`src/rtl/adder_delay_meter.sv`:
```
// rtl/adder_delay_meter.sv - ring-oscillator delay measurement controller for an instrumented adder
// Latches operands, gates the ring, counts synchronised edges over a window and self-checks the sum.
module adder_delay_meter #(
    parameter int WIDTH         = 32,
    parameter int CNT_W         = 32,
    parameter int WIN_W         = 16,
    parameter int SETTLE_CYCLES = 4,
    parameter int SYNC_STAGES   = 2
) (
    input  logic             wb_clk_i,
    input  logic             wb_rst_n,
    input  logic             active,
    input  logic             start,
    input  logic [WIDTH-1:0] cfg_a,
    input  logic [WIDTH-1:0] cfg_b,
    input  logic [WIN_W-1:0] cfg_window,
    output logic [WIDTH-1:0] adder_a,
    output logic [WIDTH-1:0] adder_b,
    input  logic [WIDTH:0]   adder_sum,
    input  logic             ring_osc_in,
    output logic             ring_en,
    output logic             busy,
    output logic             done,
    output logic [CNT_W-1:0] count,
    output logic             overflow,
    output logic [WIDTH:0]   sum_capture,
    output logic             sum_err
);

    localparam int SET_W = (SETTLE_CYCLES > 1) ? $clog2(SETTLE_CYCLES) : 1;

    typedef enum logic [1:0] {ST_IDLE, ST_SETTLE, ST_MEASURE, ST_DONE} state_t;

    state_t                 r_state;
    state_t                 w_state_nxt;
    logic                   w_accept;
    logic                   w_settle_last;
    logic                   w_win_last;
    logic                   w_edge;
    logic [SYNC_STAGES-1:0] r_sync;
    logic                   r_sync_q;
    logic [SET_W-1:0]       r_settle_cnt;
    logic [WIN_W-1:0]       r_win;
    logic [WIN_W-1:0]       r_win_cnt;
    logic [WIDTH-1:0]       r_adder_a;
    logic [WIDTH-1:0]       r_adder_b;
    logic [CNT_W-1:0]       r_count;
    logic                   r_overflow;
    logic [WIDTH:0]         r_sum_capture;
    logic                   r_sum_err;

    assign w_settle_last = (r_settle_cnt == '0);
    assign w_win_last    = (r_win_cnt == WIN_W'(1));
    assign w_edge        = r_sync[SYNC_STAGES-1] & ~r_sync_q;

    always_comb begin
        w_state_nxt = r_state;
        w_accept    = 1'b0;
        case (r_state)
            ST_IDLE, ST_DONE: begin
                if (start) begin
                    w_accept    = 1'b1;
                    w_state_nxt = ST_SETTLE;
                end
            end
            ST_SETTLE: begin
                if (w_settle_last) begin
                    w_state_nxt = (r_win == '0) ? ST_DONE : ST_MEASURE;
                end
            end
            ST_MEASURE: begin
                if (w_win_last) begin
                    w_state_nxt = ST_DONE;
                end
            end
            default: w_state_nxt = ST_IDLE;
        endcase
        // Deselecting the project overrides everything, including a same-cycle start.
        if (!active) begin
            w_state_nxt = ST_IDLE;
            w_accept    = 1'b0;
        end
    end

    always_ff @(posedge wb_clk_i) begin
        if (!wb_rst_n) begin
            r_state       <= ST_IDLE;
            r_sync        <= '0;
            r_sync_q      <= 1'b0;
            r_settle_cnt  <= '0;
            r_win         <= '0;
            r_win_cnt     <= '0;
            r_adder_a     <= '0;
            r_adder_b     <= '0;
            r_count       <= '0;
            r_overflow    <= 1'b0;
            r_sum_capture <= '0;
            r_sum_err     <= 1'b0;
        end else begin
            r_state  <= w_state_nxt;
            r_sync   <= {r_sync[SYNC_STAGES-2:0], ring_osc_in};
            r_sync_q <= r_sync[SYNC_STAGES-1];

            if (w_accept) begin
                r_adder_a    <= cfg_a;
                r_adder_b    <= cfg_b;
                r_win        <= cfg_window;
                r_count      <= '0;
                r_overflow   <= 1'b0;
                r_sum_err    <= 1'b0;
                r_settle_cnt <= SET_W'(SETTLE_CYCLES - 1);
            end

            if (r_state == ST_SETTLE && active) begin
                if (!w_settle_last) begin
                    r_settle_cnt <= r_settle_cnt - SET_W'(1);
                end else begin
                    r_sum_capture <= adder_sum;
                    r_sum_err     <= (adder_sum != ({1'b0, r_adder_a} + {1'b0, r_adder_b}));
                    r_win_cnt     <= r_win;
                end
            end

            // Saturate rather than wrap; overflow flags an edge lost at all-ones.
            if (r_state == ST_MEASURE && active) begin
                r_win_cnt <= r_win_cnt - WIN_W'(1);
                if (w_edge) begin
                    if (&r_count) begin
                        r_overflow <= 1'b1;
                    end else begin
                        r_count <= r_count + CNT_W'(1);
                    end
                end
            end
        end
    end

    assign ring_en     = (r_state == ST_SETTLE) || (r_state == ST_MEASURE);
    assign busy        = ring_en;
    assign done        = (r_state == ST_DONE);
    assign adder_a     = r_adder_a;
    assign adder_b     = r_adder_b;
    assign count       = r_count;
    assign overflow    = r_overflow;
    assign sum_capture = r_sum_capture;
    assign sum_err     = r_sum_err;

endmodule

```
`config.mk`:
```
export PLATFORM = sky130hd
export DESIGN_NAME = adder_delay_meter
export DESIGN_NICKNAME = d
export VERILOG_FILES = /design/src/rtl/adder_delay_meter.sv
export SDC_FILE = /design/constraint.sdc
export NUM_CORES = 1
export LEC_CHECK = 0
export ABC_AREA = 1
export CAP_MARGIN = 5
export CORE_UTILIZATION = 25
export CTS_CLUSTER_SIZE = 28
export DETAILED_ROUTE_END_ITERATION = 6
export PLACE_DENSITY = 0.57
export RECOVER_POWER = 100
export REMOVE_ABC_BUFFERS = 1
export SLEW_MARGIN = 0
export SYNTH_ARGS = -nofsm -noshare
export SYNTH_HDL_FRONTEND = slang
export SYNTH_SLANG_ARGS = --single-unit
export TNS_END_PERCENT = 1
```
`constraint.sdc`:
```
create_clock -name wb_clk_i -period 2.35 [get_ports wb_clk_i]
set_clock_uncertainty 0.05 [all_clocks]
set_input_delay 0.235 -clock wb_clk_i [delete_from_list [all_inputs] [get_ports wb_clk_i]]
set_output_delay 0.235 -clock wb_clk_i [all_outputs]
set_load 0.005 [all_outputs]
```
==> results of run 1 <==
-- power groups by stage --
| stage | registers [mW] | clock network [mW] | logic, mW |
|---|---|---|---|
| floorplan | 3.21 | 0 | 0.839 |
| global placement | 3.22 | 0 | 1.83 |
| detailed placement | 3.22 | 0 | 1.84 |
| CTS | 3.16 | 3.00 | 1.85 |
| global route | 3.18 | 3.11 | 2.06 |
| finish | 3.16 | 2.87 | 1.86 |
-- worst max-delay path: cells and delay by family, from the launching register on --
family	cells	cell delay, ns
adders and majority gates	1	0.33
and+or+nand+nor	13	1.08
buffers and inverters	3	0.24
AOI/OAI and AO/OA	1	0.17
DFF	1	0.35
-- repair_timing --
item / 4_1_cts / 5_1_grt
resized for setup: 13 / 78
buffers inserted: 0 / 6
setup endpoints to repair: 1 / 31
pin swaps: 3 / 19
-- per-stage QoR --
stage / TNS (ns) / cells / hold slack [ns] / utilization [%]
6_report: 0 / 2465 / 0.2673 / 37.43
5_1_grt: -0.4738 / 2465 / 0.2904 / 37.43
4_1_cts: 0 / 2459 / 0.2338 / 36.57
3_5_place_dp: -0.1831 / 2429 / 0.3624 / 35.03
3_3_place_gp: -0.1776 / 2429 / 0.3628 / 35.03
2_1_floorplan: -531.42 / 1545 / 0.2785 / -
-- cell families after synthesis --
family	share of synthesized area, %
AO/OA/AOI/OAI	13.58
flip-flops	33.52
buffers and inverters	9.489
XOR/XNOR	3.500
AND/OR/NAND/NOR	35.03
adder cells (fa/ha/maj)	4.880
-- layout by cell type (no fill, tap or decap), types with 4 or more instances in the layout --
cell	n
nand2_1	334
nor2_1	298
inv_1	192
dfxtp_1	165
o21ai_0	151
clkdlybuf4s50_1	127
dlygate4sd3_1	123
buf_4	101
a21oi_1	72
nand3_1	68
nor3_1	34
ha_1	24
nand2_2	22
nand4_1	20
xnor2_1	18
xor2_1	17
clkbuf_16	17
nor2_2	12
a31oi_1	9
nor3b_2	8
nand3b_1	8
ha_2	8
a21oi_2	7
clkbuf_1	7
ha_4	6
nor3_2	5
nand3_2	5
or2_2	5
nor4_1	5
buf_12	5
o21bai_1	4
-- flip-flops by register name (all words and copies together) (netlist names), 2 cells and up --
name          cells
adder_a          32
r_sync            2
r_win_cnt        16
r_settle_cnt      2
adder_b          32
count            32
r_win            16
sum_capture      33
r_state           2
-- layout make-up --
type                            instances  area (um^2)  share of cell area [%]
Multi-Input combinational cell       1179         6133                   41.06
Clock buffer                           23        478.0                   3.200
Sequential cell                       170         3415                   22.86
Timing Repair Buffer                  365         3421                   22.90
Tap cell                              525        656.9                   4.397
Clock inverter                          7        92.59                  0.6198
Inverter                              196        742.0                   4.967
-- layer usage --
layer / vias to the layer above / track usage [%]
met5: - / 0
met4: 0 / 4.055
met3: 21 / 4.346
met2: 311 / 29.53
met1: 5170 / 25.21
li1: 5772 / -
-- path summary, 6_finish.rpt --
| check | startpoint | endpoint |
|---|---|---|
| setup / recovery | adder_a[16]$_SDFFE_PN0P_ | sum_err$_SDFF_PN0_ |
| hold / removal | ring_osc_in | r_sync[0]$_SDFF_PN0_ |
| setup reg to reg | adder_a[16]$_SDFFE_PN0P_ | sum_err$_SDFF_PN0_ |
| hold reg to reg | r_sync[0]$_SDFF_PN0_ | r_sync[1]$_SDFF_PN0_ |
==> results.sh, run 1 <==
export IMPL_dpl_worst_slack_ns=-0.1831
export IMPL_met3_length_mm=2.412
export IMPL_grt_max_degree=132
export IMPL_antenna_found_initial=0
export IMPL_gp_congestion=0.9342
export IMPL_p_leak_nw=7.023
export IMPL_synth_area_um2=10150
export IMPL_grt_pass1_vias=10900
export IMPL_ys_seq_elements=170
export IMPL_drive_above_1_share_pct=12.53
export IMPL_ant_nets=0
export IMPL_drc_errors=0
export IMPL_path_common_cell="nand2_1"
export IMPL_max_slew_margin_pct=52.44
export IMPL_synth_most_common_cell="nand2_1"
export IMPL_power_density_nw_per_um2=527.9
export IMPL_synth_top_cells_by_area="dfxtp_1, nand2_1, nor2_1"
export IMPL_synth_top_area_cell="dfxtp_1"
export IMPL_nets=2086
export IMPL_worstPathRequired_ns=2.67
export IMPL_hold_buffers=0
export IMPL_worst_r2r_path_depth=18
export IMPL_root_buffer="clkbuf_16"
export IMPL_start_util_pct=25.44
export IMPL_yosysSeqAreaShare_pct=33.52
export IMPL_path_cells="ha_2, nand2_2, inv_1, buf_4, nand2_1, nand2_1, a21oi_4, nor2_1, nor2_1, nand2_1, nand2_1, nand2_1, nor2_1, nand2_1, nor2_2, nand3_1, nand2_1, inv_1"
export IMPL_power_total_mw=7.886
export IMPL_setup_viol_count_final=0
export IMPL_worstSetupPathType="register to register"
export IMPL_max_vdd_ir_drop_mv=0.4131
export IMPL_num_vias=11270
export IMPL_grt_usage_pct=18.53
export IMPL_crit_arrival_ns=2.63
export IMPL_max_cap_violations=0
export IMPL_rsz0062_at_grt="true"
export IMPL_swShare_pct=29.57
export IMPL_dieArea_um2=41420
export IMPL_cts_buffer_depth=2
export IMPL_syn_area_per_cell_um2=6.358
export IMPL_viasPerCell=4.574
export IMPL_seq_power_share_pct=40.1
export IMPL_design_area_um2=14940
export IMPL_h_tree_depth=4
export IMPL_p_int_mw=5.554
export IMPL_cpMaxStageDelayCell="dfxtp_1"
export IMPL_yosysTopAreaCellShare_pct=33.52
export IMPL_async_flop_share_pct=0
export IMPL_wl_per_cell_um=15.33
export IMPL_syn_to_final_growth_pct=47.12
export IMPL_synth_cell_type_count=45
export IMPL_ys_top_cells_by_count="nand2_1, nor2_1, inv_1"
export IMPL_worstSkewPairLatency_ns=0.46
export IMPL_ys_warn_count=0
export IMPL_post_dp_cell_area_um2=13980
export IMPL_slowest_delay_ns=0.35
export IMPL_synthFlopType="dfxtp_1"
export IMPL_clkPwrFrac_pct=36.4
export IMPL_drt_iter0_drc=584
export IMPL_core_area_um2=39910
export IMPL_crit_fanout=4
export IMPL_antenna_cells=0
export IMPL_cts_inserted_buffers=17
export IMPL_r2r_setup_slack_ns=0.03
export IMPL_fin_ws_ns=0.03470
export IMPL_portBuffers=251
export IMPL_start_kind="register"
export IMPL_first_pass_iters=5
export IMPL_worst_hold_path_num_cells=3
export IMPL_fmax_ghz=0.4319
export IMPL_post_route_period_util_pct=98.52
export IMPL_wl_met1_mm=18.23
export IMPL_worstMarginPinSlew_ns=0.7126
export IMPL_clk_pin_slew_ns=0.07
export IMPL_hpwl_mm=29.19
export IMPL_switchingPower_mw=2.332
export IMPL_fillCellCount=4214
export IMPL_die_width_um=203.5
export IMPL_layout_min_cycle_time_ns=2.315
export IMPL_hold_path_class="input pin to register"
export IMPL_status="complete, no violations"
export IMPL_drt_total_wl_mm=37.80
export IMPL_die_height_um=203.5
export IMPL_synth_edf_count=0
export IMPL_hold_viol_final=0
export IMPL_io_pins=252
export IMPL_clkSinkCount=170
export IMPL_grt_first_pass_wirelength_mm=59.86
export IMPL_worst_setup_path_end_kind="register"
export IMPL_routed_top_layer="met4"
export IMPL_rows=73
export IMPL_power_frac_comb_pct=23.5
export IMPL_overflow=0
export IMPL_route_met2_wl_mm=16.79
export IMPL_cts_tree="built"
export IMPL_synth_cells=1597
export IMPL_finalMaxSlewViolations=0
Power figures use the tool's default switching activity.
==> run 2: changes to the inputs <==
Settings changed: PLACE_DENSITY 0.57 to 0.55.
Clock period 2.35 ns to 2.71 ns, I/O delays scaled along.
==> run 2 against run 1 <==
  * The flow now finishes with violations (max-capacitance violations, max-slew violations)
  * Combinational power is 24% lower
  * Die area stayed put
  * Critical endpoint unchanged
  * Wire length is 2.8% lower
  * Largest cell class unchanged
==> results.sh, run 2 (synthesis gave the netlist of run 1 again) <==
export IMPL_status="complete, but fails checks"
export IMPL_violations="max-capacitance violations, max-slew violations"
export IMPL_worstSkewPairLatency_ns=0.46
export IMPL_drive_above_1_share_pct=5.189
export IMPL_final_common_cell="nand2_1"
export IMPL_finalMaxSlewViolations=44
export IMPL_grt_max_degree=80
export IMPL_post_dp_cell_area_um2=13320
export IMPL_viasPerCell=4.609
export IMPL_syn_to_final_growth_pct=36.96
export IMPL_drt_total_wl_mm=36.74
export IMPL_p_leak_nw=6.508
export IMPL_largest_reg_flops=33
export IMPL_ant_nets=0
export IMPL_antenna_cells=0
export IMPL_gp_congestion=0.9170
export IMPL_max_cap_violations=1
export IMPL_path_cells="inv_1, ha_1, nand2_1, nor2_1, nand3_1, nor2_1, nand2_1, nor2_1, nand3b_1, nor2_1, nand2_1, nor2_2, nand3_1, nand2_1, inv_1"
export IMPL_path_buf_inv=2
export IMPL_grt_pass1_vias=10650
export IMPL_cts_inserted_buffers=17
export IMPL_cts_tree="built"
export IMPL_h_tree_depth=4
export IMPL_num_vias=10950
export IMPL_worstPathRequired_ns=3.02
export IMPL_drt_iter0_drc=596
export IMPL_first_pass_iters=5
export IMPL_finalNonFillerCells=2375
export IMPL_dp_cells=2344
export IMPL_design_area_um2=13910
export IMPL_wl_per_cell_um=15.47
export IMPL_crit_family="simple AND/OR/NAND/NOR gates"
export IMPL_hpwl_mm=28.07
export IMPL_clk_pin_slew_ns=0.07
export IMPL_worstSetupPathType="register to register"
export IMPL_core_area_um2=39910
export IMPL_power_total_mw=6.623
export IMPL_post_route_period_util_pct=93.36
export IMPL_setup_viol_count_final=0
export IMPL_layout_min_cycle_time_ns=2.530
export IMPL_max_slew_margin_pct=-17.80
export IMPL_crit_fanout=4
export IMPL_hold_viol_final=0
export IMPL_portBuffers=251
export IMPL_rows=73
export IMPL_die_width_um=203.5
export IMPL_dieArea_um2=41420
export IMPL_min_from="wb_rst_n"
export IMPL_rsz0062_at_grt="false"
export IMPL_die_height_um=203.5
export IMPL_start_util_pct=25.44
export IMPL_antenna_found_initial=0
export IMPL_clkSinkCount=170
export IMPL_startpoint="r_state[1]$_SDFFE_PN0P_"
export IMPL_cts_buffer_depth=2
export IMPL_layout_common_cells="nand2_1, nor2_1, inv_1"
export IMPL_reg2reg_from="r_state[1]$_SDFFE_PN0P_"
export IMPL_cpMaxStageDelayCell="nor2_1"
export IMPL_worst_setup_path_end_kind="register"
export IMPL_nets=1996
export IMPL_max_vdd_ir_drop_mv=0.3551
export IMPL_start_kind="register"
export IMPL_grt_usage_pct=17.95
export IMPL_overflow=0
export IMPL_power_density_nw_per_um2=476.3
export IMPL_grt_first_pass_wirelength_mm=58.26
export IMPL_worstMarginPinSlew_ns=1.767
export IMPL_slowest_delay_ns=0.60
export IMPL_crit_arrival_ns=2.84
export IMPL_fmax_ghz=0.3952
export IMPL_fillCellCount=4250
export IMPL_hold_path_class="input pin to register"
export IMPL_drc_errors=0
export IMPL_root_buffer="clkbuf_16"
export IMPL_io_pins=252
==> run 2: changes by cell type in the layout (fill, tap and decap cells not counted), sizes merged <==
cell / previous run / this run
inv: 194 / 195
clkinvlp: 3 / 4
clkinv: 4 / 5
clkbuf: 30 / 28
bufinv: 2 / 1
clkdlybuf4s50: 127 / 119
dlygate4sd3: 123 / 131
buf: 108 / 18
==> run 2: metrics by stage <==
stage	hold slack, ns	setup slack (ns)	TNS [ns]	util (%)
after floorplan	0.3145	-4.631	-475.03	-
after global placement	0.3587	-0.1530	-0.1530	33.37
after detailed placement	0.3589	-0.1050	-0.1050	33.37
after CTS	0.1362	0.1381	0	34.79
after global routing	0.1668	0.003535	0	34.84
final	0.1483	0.1799	0	34.84
==> run 2: final timing paths <==
path                            depth (start not counted)  slack (ns)                       end
worst max-delay path                                   15        0.18        sum_err$_SDFF_PN0_
worst min register to register                          2        0.37      r_sync[1]$_SDFF_PN0_
worst max register to register                         15        0.18        sum_err$_SDFF_PN0_
worst min-delay path                                    3        0.15  adder_a[27]$_SDFFE_PN0P_
==> run 2: layout make-up <==
cell class / instances / area (um^2) / share of cell area (%)
clock buffer: 21 / 470.5 / 3.383
timing repair buffer: 275 / 2703 / 19.43
sequential: 170 / 3403 / 24.47
multi-input combinational: 1179 / 5842 / 42.01
inverter: 196 / 739.5 / 5.318
tap: 525 / 656.9 / 4.724
clock inverter: 9 / 91.34 / 0.6568
==> run 2: report_power, final <==
group / internal, mW / switching (mW) / leakage (nW)
Sequential: 2.64 / 0.107 / 1.39
Clock: 1.33 / 1.14 / 0.264
Combinational: 0.634 / 0.776 / 4.86
Total: 4.60 / 2.02 / 6.51
==> run 2: tightest hold or removal path, stage by stage <==
cell and delay, ns:
buf_4 0.19, o21ai_0 0.10, nor2_1 0.04
==> run 2: routing by layer <==
metal	up-vias	wire length (um)	GRT usage (%)
met5	-	0	0
met4	0	397	4.431
met3	23	1795	3.404
met2	298	16150	27.89
met1	5026	18390	25.31
li1	5600	-	-
==> run 2: timing repair <==
action                                  in CTS  in global routing
gates resized for setup                      1                 23
hold buffers                                 0                  0
buffers inserted                             0                  1
endpoints found under the setup margin       1                  1
pin swaps                                    0                  1
